## src/rtl/ppp_token_sched_pkg.sv

```systemverilog
// ppp_pkg: shared token type and constants for the packet-buffer token scheduler.
package ppp_pkg;
    localparam int NUM_BUF = 3;
    typedef logic [1:0] tok_t;
    localparam tok_t TOK_NONE = 2'd0;
    // Element 0 is the queue head, so the free queue comes out of reset as 1, 2, 3.
    localparam tok_t [NUM_BUF-1:0] FREE_INIT = {2'd3, 2'd2, 2'd1};
endpackage

```

## src/rtl/ppp_token_sched_tok_fifo.sv

```systemverilog
// tok_fifo: depth-3 token queue with two prioritised enqueue ports and a loadable reset image.
module tok_fifo
    import ppp_pkg::*;
(
    input  logic                   clk,
    input  logic                   rst_n,
    input  tok_t [NUM_BUF-1:0]     init_mem,
    input  logic [1:0]             init_cnt,
    input  logic                   enq_a,
    input  tok_t                   din_a,
    input  logic                   enq_b,
    input  tok_t                   din_b,
    input  logic                   deq,
    output tok_t                   head,
    output logic [1:0]             count
);
    tok_t [NUM_BUF-1:0] mem, mem_nxt;
    logic [1:0] cnt_nxt;

    // Shift-register queue: the dequeue shifts first, then A and B append in that order.
    always_comb begin
        mem_nxt = mem;
        cnt_nxt = count;
        if (deq && count != 2'd0) begin
            mem_nxt = {TOK_NONE, mem[NUM_BUF-1:1]};
            cnt_nxt = count - 2'd1;
        end
        if (enq_a) begin
            mem_nxt[cnt_nxt] = din_a;
            cnt_nxt = cnt_nxt + 2'd1;
        end
        if (enq_b) begin
            mem_nxt[cnt_nxt] = din_b;
            cnt_nxt = cnt_nxt + 2'd1;
        end
    end

    always_ff @(posedge clk or negedge rst_n) begin
        if (!rst_n) begin
            mem   <= init_mem;
            count <= init_cnt;
        end else begin
            mem   <= mem_nxt;
            count <= cnt_nxt;
        end
    end

    assign head = (count == 2'd0) ? TOK_NONE : mem[0];
endmodule

```

## src/rtl/ppp_token_sched.sv

```systemverilog
// ppp_token_sched: circulates three buffer tokens free -> snooper -> CPU -> forwarder -> free.
module ppp_token_sched
    import ppp_pkg::*;
#(
    parameter int CNT_W = 32
) (
    input  logic             clk,
    input  logic             rst_n,
    output tok_t             sn_token,
    input  logic             sn_done,
    output tok_t             cpu_token,
    input  logic             cpu_accept,
    input  logic             cpu_reject,
    output tok_t             fwd_token,
    input  logic             fwd_done,
    output logic [1:0]       free_cnt,
    output logic [1:0]       cpu_cnt,
    output logic [1:0]       fwd_cnt,
    output logic [CNT_W-1:0] acc_cnt,
    output logic [CNT_W-1:0] rej_cnt,
    output logic             err
);
    tok_t free_head, cpu_head, fwd_head;
    logic sn_rel, cpu_acc, cpu_rej, fwd_rel;
    logic sn_free, cpu_free, fwd_free, proto_err;

    // Releases only count when the agent actually holds a token; accept wins over reject.
    assign sn_rel   = sn_done && sn_token != TOK_NONE;
    assign cpu_acc  = cpu_accept && cpu_token != TOK_NONE;
    assign cpu_rej  = cpu_reject && !cpu_accept && cpu_token != TOK_NONE;
    assign fwd_rel  = fwd_done && fwd_token != TOK_NONE;
    assign sn_free  = sn_token == TOK_NONE || sn_rel;
    assign cpu_free = cpu_token == TOK_NONE || cpu_acc || cpu_rej;
    assign fwd_free = fwd_token == TOK_NONE || fwd_rel;
    assign proto_err = (sn_done && sn_token == TOK_NONE) ||
                       ((cpu_accept || cpu_reject) && cpu_token == TOK_NONE) ||
                       (cpu_accept && cpu_reject) ||
                       (fwd_done && fwd_token == TOK_NONE);

    tok_fifo u_free (
        .clk(clk), .rst_n(rst_n), .init_mem(FREE_INIT), .init_cnt(2'd3),
        .enq_a(cpu_rej), .din_a(cpu_token), .enq_b(fwd_rel), .din_b(fwd_token),
        .deq(sn_free), .head(free_head), .count(free_cnt)
    );

    tok_fifo u_cpu (
        .clk(clk), .rst_n(rst_n), .init_mem('0), .init_cnt(2'd0),
        .enq_a(sn_rel), .din_a(sn_token), .enq_b(1'b0), .din_b(TOK_NONE),
        .deq(cpu_free), .head(cpu_head), .count(cpu_cnt)
    );

    tok_fifo u_fwd (
        .clk(clk), .rst_n(rst_n), .init_mem('0), .init_cnt(2'd0),
        .enq_a(cpu_acc), .din_a(cpu_token), .enq_b(1'b0), .din_b(TOK_NONE),
        .deq(fwd_free), .head(fwd_head), .count(fwd_cnt)
    );

    always_ff @(posedge clk or negedge rst_n) begin
        if (!rst_n) begin
            sn_token  <= TOK_NONE;
            cpu_token <= TOK_NONE;
            fwd_token <= TOK_NONE;
            acc_cnt   <= '0;
            rej_cnt   <= '0;
            err       <= 1'b0;
        end else begin
            sn_token  <= sn_free ? free_head : sn_token;
            cpu_token <= cpu_free ? cpu_head : cpu_token;
            fwd_token <= fwd_free ? fwd_head : fwd_token;
            acc_cnt   <= acc_cnt + CNT_W'(cpu_acc);
            rej_cnt   <= rej_cnt + CNT_W'(cpu_rej);
            err       <= err || proto_err;
        end
    end
endmodule

```

## config.mk

```make
export PLATFORM = sky130hd
export DESIGN_NAME = ppp_token_sched
export DESIGN_NICKNAME = d
export VERILOG_FILES = /design/src/rtl/ppp_token_sched_pkg.sv /design/src/rtl/ppp_token_sched_tok_fifo.sv /design/src/rtl/ppp_token_sched.sv
export SDC_FILE = /design/constraint.sdc
export NUM_CORES = 1
export LEC_CHECK = 0
export ABC_AREA = 1
export CORE_ASPECT_RATIO = 0.75
export CORE_MARGIN = 4
export CORE_UTILIZATION = 54
export DETAILED_ROUTE_END_ITERATION = 6
export MAX_ROUTING_LAYER = met4
export PLACE_DENSITY = 0.81
export SLEW_MARGIN = 20
export SYNTH_ARGS = -nofsm -noshare
export SYNTH_HDL_FRONTEND = slang
export SYNTH_SLANG_ARGS = --single-unit
```

## constraint.sdc

```tcl
create_clock -name clk -period 2.8 [get_ports clk]
set_input_delay 0.28 -clock clk [delete_from_list [all_inputs] [get_ports clk]]
set_output_delay 0.28 -clock clk [all_outputs]
set_load 0.1 [all_outputs]
```

=== After elaboration in Yosys (flattened, before gate mapping) ===
Cells that the tools add are included.
Widths: inputs -> output; s select.

* Word-level logic and storage cells: 102
* ROM bits: 0
* Bits in writable memories: 0
* Input port bits: 6
* Bits in latches: 0
* Memories kept: 0
* Register bits: 95
* Output and inout port bits: 77

* Add/sub/neg operators: 9
* Divide/modulo/power cells: 0
* Magnitude comparators: 8
* Multiplexer cells: 29
* Shift operators: 0
* Equality and inequality tests: 0
* Bitwise logic cells: 0
* Reduce and logical (&&, ||, !) cells: 38
* Multipliers: 0

{| class="wikitable"
|+ Operator list
! kind !! number
|-
| $add 32x1->32 || 2
|-
| $mux 6 || 7
|-
| $mux 2 || 14
|-
| $bwmux 6 || 4
|-
| $demux 2 s2 || 4
|-
| $logic_and 1x1->1 || 16
|-
| $logic_not 2->1 || 6
|-
| $lt 2x3->1 const B || 4
|-
| $reduce_bool 2->1 || 6
|-
| $logic_or 1x1->1 || 9
|-
| $add 2x1->2 const B || 4
|-
| $ge 2x1->1 const B || 4
|-
| $sub 2x1->2 const B || 3
|-
| $logic_not 1->1 || 1
|}

=== Depth between registers and ports, before layout ===
* Depth in word-level cells: 13
* Gate-level depth with buffers: 16
* Depth with buffers taken out: 16

=== Worst setup path before layout ===
OpenSTA, ideal clock, no wires.

* Kind: reg2reg
* Start: register cpu_token[1]
* End: register acc_cnt[24]
* Data required time: 2.643 ns
* Arrival: 2.722 ns
* Clock period less this slack: 2.879 ns
* Setup time: 0.157 ns
* Slack: -0.079 ns
* Stages on the path, launching flop included: 13
* Path buffers: 0
* Path through: dfrtp_1 nor2_1 nor2_1 ha_1 ha_1 nand3_4 nor2_4 nand2_4 nor2_4 nand2_4 nor2_4 nand2_2 xnor2_2

* Cells in the longest elaborated chain, start to end: 3

{| class="wikitable"
|+ RTL lines
! what !! line !! RTL
|-
| from (decl) || ppp_token_sched.sv:11 || <nowiki>output tok_t cpu_token,</nowiki>
|-
| from (signal assigned) || ppp_token_sched.sv:68 || <nowiki>cpu_token <= cpu_free ? cpu_head : cpu_token;</nowiki>
|-
| $reduce_bool 2->1 || ppp_token_sched.sv:29 || <nowiki>assign cpu_acc = cpu_accept && cpu_token != TOK_NONE;</nowiki>
|-
| $logic_and 1x1->1 || ppp_token_sched.sv:29 ||
|-
| $add 32x1->32 || ppp_token_sched.sv:70 || <nowiki>acc_cnt <= acc_cnt + CNT_W'(cpu_acc);</nowiki>
|-
| to (signal assigned) || ppp_token_sched.sv:70 ||
|-
| to (decl) || ppp_token_sched.sv:19 || <nowiki>output logic [CNT_W-1:0] acc_cnt,</nowiki>
|}

No other way between the ends.
A chain may end at the register's enable or synchronous reset.

=== Worst setup path after layout ===
* Start: register cpu_token[1]
* End: register rej_cnt[24]

* Cells in the longest elaborated chain, start to end: 3

{| class="wikitable"
|+ RTL lines
! what !! line !! RTL
|-
| $reduce_bool 2->1 || ppp_token_sched.sv:30 || <nowiki>assign cpu_rej = cpu_reject && !cpu_accept && cpu_token != TOK_NONE;</nowiki>
|-
| $logic_and 1x1->1 || ppp_token_sched.sv:30 ||
|-
| $add 32x1->32 || ppp_token_sched.sv:71 || <nowiki>rej_cnt <= rej_cnt + CNT_W'(cpu_rej);</nowiki>
|-
| to (signal assigned) || ppp_token_sched.sv:71 ||
|-
| to (decl) || ppp_token_sched.sv:20 || <nowiki>output logic [CNT_W-1:0] rej_cnt,</nowiki>
|}

No other way between the ends.

==> results_dict.tcl <==
set metrics [dict create \
    p_leak_nw 3.153 \
    grt_pass1_wl_mm 19.91 \
    drc_errors 0 \
    max_slew_margin 0.5909 \
    synthFlopType "dfrtp_1" \
    syn-cell-area_sq_um 5000 \
    cts.sinks 95 \
    drt_iter0_drc 258 \
    htree_levels 3 \
    min_period_ns 2.489 \
    worstSetupStartpointType "flip-flop" \
    pwr-share-clk 0.216 \
    postSynth.asyncResetShare 1.000 \
    p_sw_frac 0.4769 \
    gp_congestion 0.9026 \
    finalWirelength_mm 11.65 \
    synthTopCellsByCount "nand2_1, dfrtp_1, inv_1" \
    synth_fa_ha_area_frac 0.04254 \
    cts-root-buf "clkbuf_16" \
    die_area_sq_um 10880 \
    yosysSeqAreaShare 0.4770 \
    r2r-end "rej_cnt[24]" \
    initial_core_util 0.5527 \
    drt_first_pass_iters 5 \
    route.met3.wl_um 738 \
    hold_path_class "flip-flop to flip-flop" \
    maxCapViolCount 0 \
    synthMuxAreaShare 0 \
    combPwrFrac 0.471 \
    cts_tree "built" \
    cts_setup_buffers 0 \
    critPathSlowestCell "dfrtp_2" \
    finalWorstSetupSlack_ns 0.3109 \
    grt_pass1_vias 4143 \
    cts-buffers-inserted 9 \
    crit_fanout 7 \
    seq_power_share 0.314 \
    avgSynthCellArea_sq_um 8.818 \
    worstMarginPinSlew_ns 0.6115 \
    crit_path_end_kind "flip-flop" \
    r2r_start "cpu_token[1]" \
    crit_chain "inv_1, nand2_1, nand2_1, nor2_4, ha_1, ha_1, inv_1, nor2_1, nand2_1, nor4_1, xor2_1" \
    drv_slew 0 \
    grt_max_degree 46 \
    antenna_cells 0 \
    num_rows 30 \
    area_growth_pct 23.40 \
    status "complete, no violations" \
    rsz0062_at_grt "false" \
    port_buffers 82 \
    ant_nets 0 \
    die_w_um 119.1 \
    tns_ns 0 \
    p_int_w 0.003198 \
    ys_top_cells_by_area "dfrtp_1, nand2_1, xor2_1" \
    core_sq_um 9046 \
    dpl_worst_slack_ns 0.1940 \
    cts_max_path_buffers 2 \
    post-route-period-util 0.8890 \
    hold_viol_final 0 \
    clk_latency_ns 0.34 \
    synth_compound_area_frac 0.05430 \
    vias 4176 \
    final_nets 688 \
    wl_per_cell_um 14.59 \
    clk_pin_slew_worst_paths_ns 0.07 \
    fin_skew_ns 0.008814 \
    cp.required_ns 3.06 \
    holdPathEnd "rej_cnt[31]" \
    hpwl_mm 9.007 \
    overflow 0 \
    vias_per_cell 5.233 \
    vdd_drop_max_mv 0.7015 \
    synth_top_family_by_area "simple AND/OR/NAND/NOR gates" \
    synth.net_count 590 \
    wl_met2_mm 5.050 \
    worstPathArrival_ns 2.75 \
    yosys.area.top_type_share 0.4454 \
    critical_path_class "flip-flop to flip-flop" \
    drive_gt1_frac 0.1985 \
    met1_length_mm 5.704 \
    synth-xor-area-share 0.1191 \
    power_switching_w 0.002915 \
    setup_violations 0 \
    cp_common_cell "nand2_1" \
    grt_usage 0.2317 \
    multiInputGateArea_sq_um 2336 \
    fillers 711 \
    yosysMostFrequentCell "nand2_1" \
    synth-simple-area-share 0.2513 \
    synth_top_cell_by_area "dfrtp_1" \
    seq_area_sq_um 2387 \
    clock.fmax_mhz 401.7 \
    synth_edf_count 0 \
    die_height_um 91.33 \
    whs_path_depth 1 \
    worstHoldStart "rej_cnt[31]" \
    highest_layer "met4" \
    r2r_cells 11 \
    p_total_w 0.006113 \
    synthCells 567 \
    synth.distinct_cells 33 \
    ys_seq_elements 95 \
    reg2reg_slack_ns 0.31 \
    crit_path_max_incr_delay_ns 0.41 \
    ys_warn_count 0 \
    power_density_nw_per_um2 990.8 \
    antenna_found_initial 0 \
    io_pins 83 \
]
[how the worst max path moves through the flow]
| stage | end | depth (start not counted) | from | slack, ns |
|---|---|---|---|---|
| CTS | rej_cnt[24] | 11 | cpu_token[1] | 0.35 |
| global placement | acc_cnt[24] | 14 | cpu_accept | 0.31 |
| detailed placement | rej_cnt[24] | 11 | cpu_accept | 0.19 |
| floorplan | u_free.mem[4] | 15 | u_free.count[0] | 0.19 |
| finish | rej_cnt[24] | 11 | cpu_token[1] | 0.31 |
| global route | rej_cnt[24] | 11 | cpu_token[1] | 0.13 |
[cell families after synthesis]
logic type / Yosys count
buffers and inverters: 74
xor gates and xnor gates: 65
AOI/OAI and AO/OA: 48
and+or+nand+nor: 268
DFF: 95
adders and majority gates: 17
[metal layers]
metal	GRT usage	vias to the layer above
li1	-	2045
met1	0.3266	1971
met2	0.3394	142
met3	0.05479	18
met4	0.05979	0
met5	-	-
[power groups by stage]
stage                     Combinational, W  Sequential, W  Clock [W]
after global placement             0.00279        0.00193          0
after floorplan                    0.00116        0.00298          0
after global routing               0.00315        0.00195    0.00141
after detailed placement           0.00287        0.00194          0
after CTS                          0.00288        0.00192    0.00135
final                              0.00288        0.00192    0.00132
[per-stage QoR]
stage / instances / hold slack (ns) / util / instance area, sq um
after floorplan: 567 / -0.01559 / - / 5002
after global placement: 781 / 0.3161 / 0.6452 / 5837
after detailed placement: 781 / 0.3233 / 0.6452 / 5837
after CTS: 798 / 0.4815 / 0.6820 / 6170
after global routing: 798 / 0.5112 / 0.6820 / 6170
final: 798 / 0.4846 / 0.6820 / 6170
[placed cells by master, fill, tap and decap left out, types with 2 or more instances in the layout]
master	Yosys	layout
bufinv_16	0	2
nor2_4	6	6
inv_1	71	71
xor2_1	40	40
nor4_1	2	2
o211ai_1	4	4
clkbuf_16	0	9
ha_1	17	17
nor3_1	25	25
dfrtp_1	89	87
clkdlybuf4s50_1	0	4
dfstp_2	6	6
nand3_2	3	3
nor2_2	2	2
o22ai_1	6	6
o21ai_0	24	24
nand3_1	36	36
nor2_1	49	49
nand2_1	117	117
nand2_4	3	3
dfrtp_2	0	2
clkinv_2	0	3
xnor2_1	23	23
nand2_2	3	3
nand4_1	18	18
a21oi_1	11	11
buf_4	0	83
[flip-flops by register name, indices dropped and copies added, names as in the netlist]
| name | flops |
|---|---|
| acc_cnt | 32 |
| cpu_token | 2 |
| err | 1 |
| fwd_token | 2 |
| rej_cnt | 32 |
| sn_token | 2 |
| u_cpu.count | 2 |
| u_cpu.mem | 6 |
| u_free.count | 2 |
| u_free.mem | 6 |
| u_fwd.count | 2 |
| u_fwd.mem | 6 |
[cell type report]
type,count,share of cell area
Clock buffer,10,0.03873
Clock inverter,6,0.01359
Inverter,72,0.04380
Multi-Input combinational cell,398,0.3786
Sequential cell,95,0.3869
Tap cell,128,0.02596
Timing Repair Buffer,89,0.1124
[what timing repair did]
item	4_1_cts	5_1_grt
setup endpoints to repair	0	0
resized for setup	0	0
hold buffers	1	0
endpoints found under the hold margin	43	0
[worst max-delay path, delay by kind of cell, from the launching register on]
family                   cells  cell delay [ns]
buffers and inverters        2             0.23
adder cells (fa/ha/maj)      2             0.48
flip-flops                   1             0.41
AND/OR/NAND/NOR              6             1.11
XOR/XNOR                     1             0.17
Note: power is estimated with default switching activity, not from simulation.
